**src/rtl/jtframe_pll_pkg.sv**
```systemverilog
// Shared definitions for the PLL supervisor: FSM state encoding and the
// saturation limit of the lost-lock counter.
package jtframe_pll_pkg;

  typedef enum logic [2:0] {
    IDLE,
    WAIT_LOCK,
    SETTLE,
    RUN,
    LOST
  } state_t;

  localparam logic [7:0] LOST_MAX = 8'd255;

endpackage

```
**src/rtl/jtframe_sync.sv**
```systemverilog
// N-stage synchronizer for a W-bit bus of asynchronous inputs.
// All stages clear to 0 on reset so no stale level survives a reset.
module jtframe_sync #(
  parameter int N = 2,
  parameter int W = 1
) (
  input  logic         clk,
  input  logic         rst,
  input  logic [W-1:0] din,
  output logic [W-1:0] dout
);

  logic [N-1:0][W-1:0] stage_q, stage_d;

  // shift the raw input one stage deeper every cycle
  always_comb begin
    stage_d = {stage_q[N-2:0], din};
  end

  // synchronizer register chain
  always_ff @(posedge clk or posedge rst) begin
    if (rst) stage_q <= '0;
    else     stage_q <= stage_d;
  end

  assign dout = stage_q[N-1];

endmodule

```
**src/rtl/jtframe_pll_supervisor.sv**
```systemverilog
// PLL supervisor: holds rst_out high until the PLL has been locked for a
// full settle period, then releases it and watches for lock loss.
// Optional frequency checker (probe edge count per window) is compiled in
// with the macro JTFRAME_PLL_FREQCHK_EN; without it probe is ignored and
// freq_err stays 0.
module jtframe_pll_supervisor
  import jtframe_pll_pkg::*;
#(
  parameter int SYNC_N    = 2,
  parameter int SETTLE_W  = 16,
  parameter int WIN_W     = 10,
  parameter int EXP_EDGES = 213,
  parameter int TOL       = 2
) (
  input  logic       clk,
  input  logic       rst,
  input  logic       locked,
  input  logic       probe,
  output logic       rst_out,
  output logic       lock_ok,
  output logic       freq_err,
  output logic [7:0] lost_cnt
);

  logic                lk_s;
  state_t              state_q, state_d;
  logic [SETTLE_W-1:0] settle_q, settle_d;
  logic [7:0]          lost_q, lost_d;
  logic                rst_out_q, rst_out_d;
  logic                lock_ok_q, lock_ok_d;
  logic                freq_err_q, freq_err_d;
  logic                freq_fault;

  jtframe_sync #(.N(SYNC_N), .W(1)) u_sync_lock (
    .clk  (clk),
    .rst  (rst),
    .din  (locked),
    .dout (lk_s)
  );

`ifdef JTFRAME_PLL_FREQCHK_EN
  localparam logic [WIN_W:0] EDGE_MAX = '1;

  logic             prb_s, prb_prev_q;
  logic [WIN_W-1:0] win_q, win_d;
  logic [WIN_W:0]   edge_q, edge_d, edge_inc;
  logic             win_end, in_tol;

  jtframe_sync #(.N(SYNC_N), .W(1)) u_sync_probe (
    .clk  (clk),
    .rst  (rst),
    .din  (probe),
    .dout (prb_s)
  );

  // count probe rising edges over a window; counters idle at 0 outside RUN
  // so every RUN entry starts a fresh window
  always_comb begin
    win_d      = '0;
    edge_d     = '0;
    freq_fault = 1'b0;
    freq_err_d = freq_err_q;
    edge_inc   = edge_q;
    if (prb_s && !prb_prev_q && (edge_q != EDGE_MAX))
      edge_inc = edge_q + (WIN_W+1)'(1);
    win_end = (win_q == '1);
    in_tol  = (int'(edge_inc) >= EXP_EDGES - TOL) &&
              (int'(edge_inc) <= EXP_EDGES + TOL);
    if (state_q == RUN) begin
      win_d  = win_q + WIN_W'(1);
      edge_d = win_end ? '0 : edge_inc;
      if (win_end && !in_tol) begin
        freq_fault = 1'b1;
        freq_err_d = 1'b1;
      end
    end
  end

  // frequency checker registers; prb_prev tracks probe in every state so
  // the first RUN cycle never sees a spurious edge
  always_ff @(posedge clk or posedge rst) begin
    if (rst) begin
      win_q      <= '0;
      edge_q     <= '0;
      prb_prev_q <= 1'b0;
    end else begin
      win_q      <= win_d;
      edge_q     <= edge_d;
      prb_prev_q <= prb_s;
    end
  end
`else
  logic        unused_probe;
  logic [31:0] unused_cfg;
  assign unused_probe = probe;
  assign unused_cfg   = WIN_W ^ EXP_EDGES ^ TOL;
  assign freq_fault   = 1'b0;
  assign freq_err_d   = 1'b0;
`endif

  // next-state logic; a locked drop in SETTLE wins over the settle wrap
  always_comb begin
    state_d   = state_q;
    settle_d  = '0;
    lost_d    = lost_q;
    rst_out_d = (state_q != RUN);
    lock_ok_d = (state_q == RUN);
    case (state_q)
      IDLE:      state_d = WAIT_LOCK;
      WAIT_LOCK: if (lk_s) state_d = SETTLE;
      SETTLE: begin
        settle_d = settle_q + SETTLE_W'(1);
        if (!lk_s) begin
          state_d  = WAIT_LOCK;
          settle_d = '0;
        end else if (settle_q == '1) begin
          state_d = RUN;
        end
      end
      RUN: if (!lk_s || freq_fault) state_d = LOST;
      LOST: begin
        state_d = WAIT_LOCK;
        if (lost_q != LOST_MAX) lost_d = lost_q + 8'd1;
      end
      default: state_d = IDLE;
    endcase
  end

  // state and output registers; rst_out presets asynchronously
  always_ff @(posedge clk or posedge rst) begin
    if (rst) begin
      state_q    <= IDLE;
      settle_q   <= '0;
      lost_q     <= '0;
      rst_out_q  <= 1'b1;
      lock_ok_q  <= 1'b0;
      freq_err_q <= 1'b0;
    end else begin
      state_q    <= state_d;
      settle_q   <= settle_d;
      lost_q     <= lost_d;
      rst_out_q  <= rst_out_d;
      lock_ok_q  <= lock_ok_d;
      freq_err_q <= freq_err_d;
    end
  end

  assign rst_out  = rst_out_q;
  assign lock_ok  = lock_ok_q;
  assign freq_err = freq_err_q;
  assign lost_cnt = lost_q;

endmodule

```
**config.mk**
```make
export PLATFORM = sky130hd
export DESIGN_NAME = jtframe_pll_supervisor
export DESIGN_NICKNAME = d
export VERILOG_FILES = /design/src/rtl/jtframe_pll_pkg.sv /design/src/rtl/jtframe_sync.sv /design/src/rtl/jtframe_pll_supervisor.sv
export SDC_FILE = /design/constraint.sdc
export NUM_CORES = 1
export LEC_CHECK = 0
export BUFFER_PORTS_ARGS = -buffer_cell sky130_fd_sc_hd__buf_2
export CAP_MARGIN = 0
export CELL_PAD_IN_SITES_DETAIL_PLACEMENT = 0
export CELL_PAD_IN_SITES_GLOBAL_PLACEMENT = 1
export CORE_MARGIN = 5
export CORE_UTILIZATION = 48
export DETAILED_ROUTE_END_ITERATION = 10
export PLACE_DENSITY = 0.9
export SLEW_MARGIN = 15
export SYNTH_ARGS = -nofsm -noshare
export SYNTH_HDL_FRONTEND = slang
export SYNTH_SLANG_ARGS = --single-unit
```
**constraint.sdc**
```tcl
create_clock -name clk -period 4.4 [get_ports clk]
set_input_delay 0.22 -clock clk [delete_from_list [all_inputs] [get_ports clk]]
set_output_delay 0.22 -clock clk [all_outputs]
set_load 0.1 [all_outputs]
```
==> metrics.txt, run 1 <==
Final Hold Viols=30; commonest non-fill, non-tap cells in the layout=30 x dfrtp_1, 16 x nor2_1, 12 x buf_2; crit-path max FO=4; syn nets=142; H-tree Lvls=2; Rel. slew slack=55.1%; largest net degree at the start of global routing=32; Clk pin slew, worst setup/hold paths=0.09 ns; die span in x=64.7 um; CORE AREA=2810 um2; total wire length=2350 um; Remaining DRCs=0; NetSw=0.297 mW; routed vias=1004; area share of the largest cell type after synthesis=52.3%; number of antenna violations at the first check in global routing=0; First DRT Iteration DRCs=44; diode count=0; fraction of layout cells with a size suffix above 1=20.8%; crit end category=register; DP Worst Slack=2.69 ns; Pint=0.451 mW; FMAX=580 MHz; clock share of power=24.3%; PwrDens=467 nW/um2; Startpoint Class=register; GRT overflow=0; vias per inst=5.43; placed cell area=1520 um2; deepest clock path buffer count=2; vias in the first global route=1008; Mean Syn Cell Area=10.6 um2; Nets=159; outcome=finished with violations; met2 wire len=1110 um; # rows=19; WL met3=121 um; fillers=265; clock skew=0.00606 ns; Inserted Clock Buffers=5; GPL Wtd Cong=0.774; largest area contributor in the netlist=dfrtp_1; min Tclk post-route=1.72 ns; Slew @ Worst Pin=0.670 ns; R2R Path End=state_q[0]; pins over their slew limit=0; cell area after layout=1600 um2; Net Sw Frac=39.7%; Post-Route M1 WL=1110 um; Critical R2R Launch=settle_q[0]; PortBufs=12; synthesized cell area=1440 um2; first-pass GRT wire length=4280 um; Root Buffer=clkbuf_4; WL/cell=12.7 um; clock sink total=31; Starting Density=51.2%; commonest non-fill, non-tap cell in the layout=dfrtp_1; max layer used=met4; Worst VDD drop=401 uV; Post-Synthesis Cells=136; RSZ-0062 raised after global routing=false; fin cells=185; ANT nets after route=0; post_cts resized=0; Worst Path Class, Setup=reg -> reg; Die ar.=4190 um2; CTS tree=built; dpl hpwl=1680 um; Cells after DPL=176; Leak=0.698 nW; max cap viols=0; DR pass1 iterations=4; Seq cells post-synth=31; hold slack=-0.0299 ns; Seq/Total Area, Yosys=54.1%; Hold Path Class=in -> async; leading post-synthesis cells by cell area=dfrtp_1 52%, xnor2_1 5.5%, nor2_1 4.2%; Die Ht=64.7 um; violated checks=hold timing; I/O pins=15; reg2reg setup slack=2.68 ns; final worst slack=2.68 ns; P&R area growth vs syn=11.3%; Tcrit/Tclk final=39.2%; worst skew pair latency=0.31 ns; Critical Path AT=1.95 ns; yosys warns=0; Comb power frac=28.7%; R2R depth=5; Netlist cell types=35; final setup fails=0; Global Route Usage Sum=13.1%; Flop pwr share=47.0%; setup TNS=0 ns; critical path data required time=4.63 ns
[layout make-up]
cell class / count / area, um2 / area share, %
tap: 31 / 38.8 / 2.43
inverter: 7 / 26.3 / 1.64
clock buffer: 8 / 68.8 / 4.30
timing repair buffer: 13 / 70.1 / 4.38
multi-input combinational: 95 / 618 / 38.7
sequential: 31 / 777 / 48.6
[metrics by stage]
step                      util [%]  power (mW)
final                         57.0       0.747
after floorplan                  -       0.536
after detailed placement      54.2       0.571
after CTS                     56.6       0.755
after global routing          57.0       0.789
after global placement        54.2       0.566
[repair_timing]
action                    CTS  global route
hold endpoints to repair    0             1
hold buffers                0             1
setup buffers               0             0
[layer usage]
metal	global-route usage [%]	up-vias
met1	15.9	476
met3	6.04	2
li1	-	501
met2	21.2	25
met5	0	-
met4	3.17	0
[state kept, by name (all words and copies together) (netlist names)]
name,flops
lock_ok,1
lost_cnt,8
state_q,3
settle_q,16
u_sync_lock.stage_d,1
rst_out,1
u_sync_lock.dout,1
[critical path, stage by stage, from the launching register on]
cell and delay (ns):
dfrtp_1 0.40, ha_1 0.26, nand4_2 0.13, or2_4 0.27, or4_1 0.51, o221ai_1 0.09
[power groups by stage]
stage	logic, mW	clock network [mW]	registers [mW]
after floorplan	0.0562	0	0.480
after global placement	0.213	0	0.353
after detailed placement	0.216	0	0.356
after CTS	0.216	0.189	0.350
after global routing	0.228	0.206	0.355
final	0.214	0.182	0.351
[how the worst max path moves through the flow]
stage,from,to,slack [ns],cells past startpoint
finish,settle_q[0],state_q[0],2.68,5
global route,state_q[2],lost_cnt[1],2.57,3
CTS,settle_q[0],state_q[0],2.67,5
detailed placement,settle_q[0],state_q[0],2.69,5
global placement,settle_q[0],state_q[0],2.70,5
floorplan,lost_cnt[0],lost_cnt[1],2.17,4
[logic make-up (layout without fill, tap and decap cells)]
kind of cell / Yosys count / count (layout) / synth area share [%]
simple gates: 61 / 61 / 23.8
flops: 31 / 31 / 54.1
xor+xnor: 14 / 14 / 8.54
compound gates: 13 / 13 / 5.58
buf+inv: 10 / 28 / 2.88
mux: 4 / 4 / 3.14
fa+ha+maj: 2 / 2 / 1.74
other cells: 1 / 1 / 0.261
[Yosys cell counts]
master,count
a21oi_1,4
a31oi_1,1
a41oi_1,1
and2_1,1
buf_4,1
clkbuf_1,2
conb_1,1
dfrtp_1,30
dfstp_2,1
ha_1,2
inv_1,7
mux2_2,4
nand2_1,10
nand3_1,6
nand3_2,1
nand3_4,1
nand4_1,6
nand4_2,1
nand4bb_1,1
nor2_1,16
nor2b_1,1
nor3_1,3
nor3_2,1
nor3b_1,2
nor4_1,3
o21a_1,1
o21ai_0,4
o21ai_2,1
o221ai_1,1
or2_2,1
or2_4,1
or3_1,5
or4_1,1
xnor2_1,9
xor2_1,5
Note: power is estimated with default switching activity, not from simulation.
==> inputs of run 2 (changes only) <==
- ABC_AREA: unset -> 1
- CORE_UTILIZATION: 48 -> 42
- PLACE_DENSITY: 0.9 -> 0.85
- clock period: 4.4 -> 1.6 ns (I/O delays scaled with it)
==> metrics.txt, run 2 <==
outcome=complete, no violations; Final Hold Viols=0 (-100%); utilization after layout=51.0% (-6.0 points); slowest CP cell=dfrtp_4; FMAX=688 MHz (+19%); die span in x=71.8 um (+11%); reg2reg setup slack=0.15 ns (-2.53 ns); H-tree Lvls=2 (unchanged); Async S/R FF share, synth=100% (unchanged); Most flops, register=settle_q; most frequent cell after synthesis=nand2_1; first-pass GRT wire length=5690 um (+33%); NetSw=0.889 mW (+200%); dpl hpwl=2300 um (+37%); Mean Syn Cell Area=7.47 um2 (-29%); I/O pins=15 (unchanged); ANT nets after route=0 (unchanged); worst skew pair latency=0.28 ns (-0.03 ns); DP Worst Slack=0.0852 ns (-2.61 ns); GRT overflow=0 (unchanged); Setup Buffers After CTS=0 (unchanged); crit end category=register; clock share of power=33.3% (+9.0 points); Leak=0.919 nW (+32%); pins over their slew limit=0 (unchanged); PwrDens=1280 nW/um2 (+170%); Pint=1.51 mW (+240%); number of antenna violations at the first check in global routing=0 (unchanged); fraction of layout cells with a size suffix above 1=16.0% (-4.7 points); Clk pin slew, worst setup/hold paths=0.07 ns (-0.02 ns); worst setup path start=lost_cnt[0]; Hold Path Class=reg -> reg; Critical Path AT=1.68 ns (-0.27 ns); hold slack=0.373 ns (+0.403 ns); Cells after DPL=275 (+56%); area share of the largest cell type after synthesis=46.8% (-5.5 points); clock sink total=31 (unchanged); vias per inst=4.61 (-15%); deepest clock path buffer count=2 (unchanged); synth cell count leaders=67 x nand2_1, 31 x inv_1, 30 x dfrtp_1; Seq/Total Area, Yosys=48.4% (-5.7 points); Tot Pwr=2.40 mW (+220%); P&R area growth vs syn=17.2%; CORE AREA=3690 um2 (+31%); Tcrit/Tclk final=90.9% (+52 points); max reg flops=16 (unchanged); placed cell area=1740 um2 (+14%); Die Ht=71.8 um (+11%); routed vias=1315 (+31%); critical path data required time=1.82 ns (-2.81 ns); Startpoint Class=register; final setup fails=0 (unchanged); FF+latch area=792 um2 (+1.9%); commonest non-fill, non-tap cell in the layout=nand2_1; CTS tree=built; fin cells=285 (+54%); DR pass1 iterations=4 (unchanged); largest net degree at the start of global routing=32 (unchanged); Flop pwr share=40.3% (-6.7 points); cell mode on critical path=nand2_1; # rows=22 (+3); Net Sw Frac=37.0% (-2.6 points); largest area contributor in the netlist=dfrtp_1; Comb power frac=26.4% (-2.3 points); max cap viols=0 (unchanged); cell area after layout=1880 um2 (+18%); syn nets=221 (+56%); Nets=242 (+52%); yosys warns=0 (unchanged); Starting Density=43.5% (-7.7 points); Multi-input gate area=694 um2 (+12%); ys flop type=dfrtp_1; final worst slack=0.146 ns (-2.53 ns); vias in the first global route=1268 (+26%); PortBufs=12 (unchanged); GPL Wtd Cong=0.808 (+4.4%); Global Route Usage Sum=14.3% (+1.3 points); Remaining DRCs=0 (unchanged); critical path cell sequence=ha_1 > nand2_1 > inv_1 > nand2_1 > nand2_4 > inv_4 > nand2_1 > nand2_1; Worst Path Class, Setup=reg -> reg; Slowest Stage Delay on Critical Path=0.50 ns (about the same); Die ar.=5160 um2 (+23%); Post-Synthesis Cells=215 (+58%); Inserted Clock Buffers=5 (unchanged); Critical R2R Launch=lost_cnt[0]; Root Buffer=clkbuf_8; WL/cell=11.3 um (-11%); min Tclk post-route=1.45 ns (-0.270 ns); number of synthesized flops with an enable pin=0 (unchanged); synthesized cell area=1610 um2 (+12%); Worst VDD drop=1130 uV (+180%); total wire length=3220 um (+37%); crit-path max FO=10 (+6); setup TNS=0 ns (unchanged); leading post-synthesis cells by cell area=dfrtp_1 47%, nand2_1 16%, inv_1 7.2%; First DRT Iteration DRCs=51 (+16%); Netlist cell types=26 (-26%); clock skew=0.00557 ns (-0.000492 ns); diode count=0 (unchanged); min-delay src=u_sync_lock.stage_d[1]; commonest non-fill, non-tap cells in the layout=67 x nand2_1, 31 x inv_1, 29 x nor2_1; Seq cells post-synth=31 (unchanged); RSZ-0062 raised after global routing=false; fillers=402 (+52%)
==> run 2: changes by cell type in the layout (fill, tap and decap cells not counted), sizes merged, moves of 3 or more <==
cell,delta
mux2,-4
nor2,+16
o21ai,+6
nand4,-3
nand2,+58
a21oi,+4
xnor2,-8
or3,-5
inv,+25
xor2,-3
==> run 2: layout make-up <==
cell class / instances / area share, %
sequential: 31 / 42.1
tap: 48 / 3.19
clock buffer: 6 / 4.39
clock inverter: 2 / 1.86
inverter: 32 / 6.52
timing repair buffer: 16 / 5.05
multi-input combinational: 150 / 36.9
==> run 2: kinds of logic (layout without fill, tap and decap cells) <==
family	after synthesis	count (layout)	share of synthesized area, %
compound gates	22	22	7.33
xor+xnor	3	3	1.64
simple gates	122	122	32.2
fa+ha+maj	2	2	1.56
other cells	1	1	0.234
buf+inv	34	56	8.65
flops	31	31	48.4
==> run 2: path summary, 6_finish.rpt <==
kind	endpoint	depth (start not counted)
min in group asynchronous	settle_q[1]	4
setup reg to reg	lost_cnt[7]	8
max in group asynchronous	lost_cnt[1]	4
setup / recovery	lost_cnt[7]	8
hold / removal	u_sync_lock.dout	0
hold reg to reg	u_sync_lock.dout	0
==> run 2: repair_timing <==
item / 4_1_cts / 5_1_grt
hold buffers: 2 / 0
endpoints found under the hold margin: 31 / 0
gates resized for setup: 0 / 2
setup endpoints to repair: 0 / 7
==> run 2: power by group through the flow <==
stage	registers, mW	logic, mW	clock network (mW)
after floorplan	1.30	0.211	0
after global placement	0.980	0.631	0
after detailed placement	0.981	0.633	0
after CTS	0.968	0.636	0.830
after global routing	0.980	0.685	0.856
final	0.967	0.633	0.799
==> run 2: critical path, delay by kind of cell, from the launching register on <==
kind / cells / cell delay [ns]
adder cells (fa/ha/maj): 1 / 0.26
buffers and inverters: 2 / 0.18
flip-flops: 1 / 0.50
AND/OR/NAND/NOR: 5 / 0.45
==> run 2: routing by layer <==
metal	track usage [%]	part of all wire (%)	up-vias	wire length, um
met5	0	0	-	0
met4	6.68	2.2	0	71
met3	5.33	2.9	7	92
met2	22.3	47	17	1500
met1	17.5	48	582	1550
li1	-	-	709	-
